`config.mk`:
```
export PLATFORM = sky130hd
export DESIGN_NAME = decypher
export DESIGN_NICKNAME = d
export VERILOG_FILES = /design/src/rtl/decypher.sv
export SDC_FILE = /design/constraint.sdc
export NUM_CORES = 1
export LEC_CHECK = 0
export CORE_UTILIZATION = 54
export DETAILED_ROUTE_END_ITERATION = 7
export PLACE_DENSITY = 0.83
export SLEW_MARGIN = 20
export SYNTH_ARGS = -nofsm -noshare
export SYNTH_HDL_FRONTEND = slang
export SYNTH_SLANG_ARGS = --single-unit
```
`constraint.sdc`:
```
create_clock -name clk_i -period 2.4 [get_ports clk_i]
set_input_delay 0.36 -clock clk_i [delete_from_list [all_inputs] [get_ports clk_i]]
set_output_delay 0.36 -clock clk_i [all_outputs]
set_load 0.02 [all_outputs]
```
`src/rtl/decypher.sv`:
```
// decypher: recovers a MSG_SIZE-bit plaintext from a ciphertext and a stream
// of KEY_SIZE-bit key blocks, XORing one block per accepted key beat,
// most-significant block first. Start/busy/done control handshake.
module decypher #(
    parameter int MSG_SIZE = 32,
    parameter int KEY_SIZE = 8
) (
    input  logic                clk_i,
    input  logic                rst_n_i,
    input  logic                start_i,
    input  logic [MSG_SIZE-1:0] cipher_i,
    input  logic                key_valid_i,
    input  logic [KEY_SIZE-1:0] key_i,
    output logic                key_ready_o,
    output logic                busy_o,
    output logic                done_o,
    output logic [MSG_SIZE-1:0] plain_o
);

    localparam int N     = MSG_SIZE / KEY_SIZE;
    localparam int CNT_W = (N > 1) ? $clog2(N) : 1;
    localparam logic [CNT_W-1:0] LAST_BLK = CNT_W'(N - 1);

    localparam logic [0:0] S_IDLE = 1'b0;
    localparam logic [0:0] S_RUN  = 1'b1;

    logic [0:0]          state_q, state_d;
    logic [CNT_W-1:0]    cnt_q,   cnt_d;
    logic [MSG_SIZE-1:0] shreg_q, shreg_d;
    logic [MSG_SIZE-1:0] acc_q,   acc_d;
    logic [MSG_SIZE-1:0] plain_q, plain_d;
    logic                done_q,  done_d;

    logic                beat;
    logic [KEY_SIZE-1:0] blk;
    logic [MSG_SIZE-1:0] acc_shift;

    // Handshake outputs come straight from the state register so that
    // key_ready never combinationally depends on key_valid.
    assign busy_o      = (state_q == S_RUN);
    assign key_ready_o = (state_q == S_RUN);
    assign done_o      = done_q;
    assign plain_o     = plain_q;

    assign beat      = key_valid_i && key_ready_o;
    assign blk       = shreg_q[MSG_SIZE-1 -: KEY_SIZE] ^ key_i;
    assign acc_shift = {acc_q[MSG_SIZE-KEY_SIZE-1:0], blk};

    // Next-state logic: load on start in IDLE, consume one block per beat in RUN.
    always_comb begin
        state_d = state_q;
        cnt_d   = cnt_q;
        shreg_d = shreg_q;
        acc_d   = acc_q;
        plain_d = plain_q;
        done_d  = 1'b0;
        case (state_q)
            S_IDLE: begin
                if (start_i) begin
                    shreg_d = cipher_i;
                    cnt_d   = '0;
                    acc_d   = '0;
                    state_d = S_RUN;
                end
            end
            default: begin
                if (beat) begin
                    shreg_d = shreg_q << KEY_SIZE;
                    acc_d   = acc_shift;
                    cnt_d   = cnt_q + 1'b1;
                    if (cnt_q == LAST_BLK) begin
                        plain_d = acc_shift;
                        done_d  = 1'b1;
                        state_d = S_IDLE;
                    end
                end
            end
        endcase
    end

    // State registers with synchronous active-low reset taking priority.
    always_ff @(posedge clk_i) begin
        if (!rst_n_i) begin
            state_q <= S_IDLE;
            cnt_q   <= '0;
            shreg_q <= '0;
            acc_q   <= '0;
            plain_q <= '0;
            done_q  <= 1'b0;
        end else begin
            state_q <= state_d;
            cnt_q   <= cnt_d;
            shreg_q <= shreg_d;
            acc_q   <= acc_d;
            plain_q <= plain_d;
            done_q  <= done_d;
        end
    end

endmodule

```
==> results.txt <==
Share of cells above drive strength 1: 7.35%
Largest delay share family, worst path: buffers and inverters
Avg Inst Size Synth: 9.77 um^2
Post-synthesis sequential area ratio: 49.7%
Unrepaired setup endpoints after global routing: no
Switching pwr: 0.714 mW
HP Class: in2reg
Clock power share: 35.0%
Top cells by area, synth: dfxtp_1 (50%), nand2_1 (7.3%), mux2i_1 (7.0%)
Crit Path Category: reg2out
Leak: 1.90 nW
Drt total wl: 7450 um
Die X: 84.8 um
Mapped cell area: 0.00370 mm^2
Ports: 79
Peak supply drop: 0.382 mV
Placed wire-length estimate: 5130 um
CP max FO: 8
Share of the synthesized area in the top cell type: 49.7%
Worst Path Arrival: 1.41 ns
Startpoint Class: flip-flop
Util after Layout: 72.3%
Filler cells: 511
Hold_ws: 0.412 ns
Clock buffer depth: 2
Initial Utilization: 57.0%
Comb pwr share: 10.7%
Max-cap violations: 0
Flops & latches, synth: 92
Final RePlAce weighted congestion: 0.776
Via/cell ratio: 5.44
Post-synth cell types: 21
P per Cell Area: 634 mW/mm^2
Most frequent cells in the layout: dfxtp_1 (91), clkdlybuf4s50_1 (77), nand2_1 (72)
Slew @ Worst Pin: 0.623 ns
CP max stage delay: 0.63 ns
TNS Setup: 0 ns
Core Rows: 29
Outcome: finished with violations
Tmin final: 1.77 ns
Most common cell after layout, fill and taps aside: dfxtp_1
Number of global-route vias before repair: 2725
TritonCTS buffer count: 9
Total Power: 2.98 mW
I/O Buffers: 78
Antenna viol nets, final: 0
Relative slew margins: 58.4%
Final worst-path cycle share: 73.6%
Slowest CP cell: clkdlybuf4s50_1
Overall global routing resource usage: 21.7%
Antenna violations before repair: 0
Synth Instances: 379
Clk sinks: 92
Final setup viols: 0
Die height: 84.8 um
Internal: 2.26 mW
Placeable Area: 0.00649 mm^2
Yosys warns: 0
Antenna Diode Count: 0
Worst slack at placement: 0.522 ns
Drt initial violations: 101
Crit path cell chain: clkdlybuf4s50_1
Worst Setup Slack, final: 0.635 ns
DRC errors left: 3
Post-CTS sizing: 0
Fin. Hold Viols: 0
H-tree levels: 3
Area delta synth->final: 26.8%
Syn_nets: 424
Final nets: 489
Pin count of the biggest net entering global routing: 51
DIE AREA: 0.00719 mm^2
Vias: 2864
CP required: 2.04 ns
Cell taking the most area after synthesis: dfxtp_1
Failing checks: design-rule violations
Routed wire length per instance: 14.2 um
Worst Skew: 0.00685 ns
Clk root buf: clkbuf_8
Net Sw Frac: 24.0%
Worst-Skew Late Latency: 0.35 ns
Post-CTS Repair Setup Buffers: 0
DR pass1 iterations: 6
GRT overflow: 0
First-pass GRT wire length: 12300 um
Hold-fix buffers, CTS: 0
Slew Viols, Final: 0
CTS tree: done
Critical Path End Type: primary output
Sequential share of power: 54.3%
Peak Freq: 566 MHz
Clock-pin slew on the worst setup and hold paths: 0.09 ns
Buffers & Inverters on Critical Path: 1
-- worst reg2reg max path: cells and delay by family (launching register included) --
kind	cells	cell delay [ns]
buffers and inverters	1	0.28
AND/OR/NAND/NOR	2	0.68
AO/OA/AOI/OAI	1	0.20
flip-flops	1	0.38
-- cell families (layout without fill, tap and decap cells) --
| kind of cell | count (synthesis) | count (layout) | share of synthesized area (%) |
|---|---|---|---|
| simple gates | 136 | 136 | 17.7 |
| mux | 27 | 27 | 7.33 |
| flops | 92 | 92 | 49.7 |
| compound gates | 82 | 82 | 18.2 |
| fa+ha+maj | 1 | 1 | 0.338 |
| buf+inv | 33 | 103 | 4.80 |
| xor+xnor | 8 | 8 | 1.89 |
-- sequential cells by signal, indices dropped and copies added (netlist names) --
signal,cells
plain_o,32
acc_q,24
done_o,1
cnt_q,2
busy_o,1
shreg_q,32
-- per-layer routing --
metal  GRT usage [%]  wire length, um
met1            26.4             3280
met5               0                0
met4            8.47              138
met3            5.74              352
met2            37.0             3680
-- metrics by stage --
stage | cells | area, um^2
after global routing | 526 | 4700
after detailed placement | 510 | 4500
after global placement | 510 | 4500
final | 526 | 4700
after floorplan | 379 | 3700
after CTS | 526 | 4700
-- worst paths after layout --
check | cells after the start | to | start | slack (ns)
max | 1 | key_ready_o | busy_o | 0.63
min | 2 | shreg_q[10] | rst_n_i | 0.41
max reg2reg | 4 | shreg_q[6] | busy_o | 0.81
min reg2reg | 2 | plain_o[17] | plain_o[17] | 0.46
-- layout make-up --
type	instances	area (um^2)	share of cell area, %
clock buffer	10	138	2.93
clock inverter	6	63.8	1.36
multi-input combinational	254	1690	35.9
sequential	92	1840	39.2
tap	77	96.3	2.05
timing repair buffer	87	868	18.5
-- power groups by stage --
stage	clock network, mW	registers (mW)	logic, mW
4_1_cts	1.06	1.62	0.322
5_1_grt	1.14	1.62	0.347
6_report	1.04	1.62	0.320
3_3_place_gp	0	1.65	0.315
3_5_place_dp	0	1.65	0.321
2_1_floorplan	0	1.64	0.209
-- synthesized netlist by cell type --
cell and number:
a21boi_1 24, and3_1 1, buf_1 1, o211a_1 24
nand3_1 1, and2_1 2, xor2_1 8, nand2_1 72
buf_4 12, mux2i_1 26, clkbuf_1 13, mux2_2 1
ha_1 1, o21ai_0 1, a22oi_1 33, dfxtp_1 92
nor2_1 17, nor2b_1 35, nor3b_2 4, nor3b_1 4
buf_2 7
No activity file was read; power rests on OpenSTA's default activity.
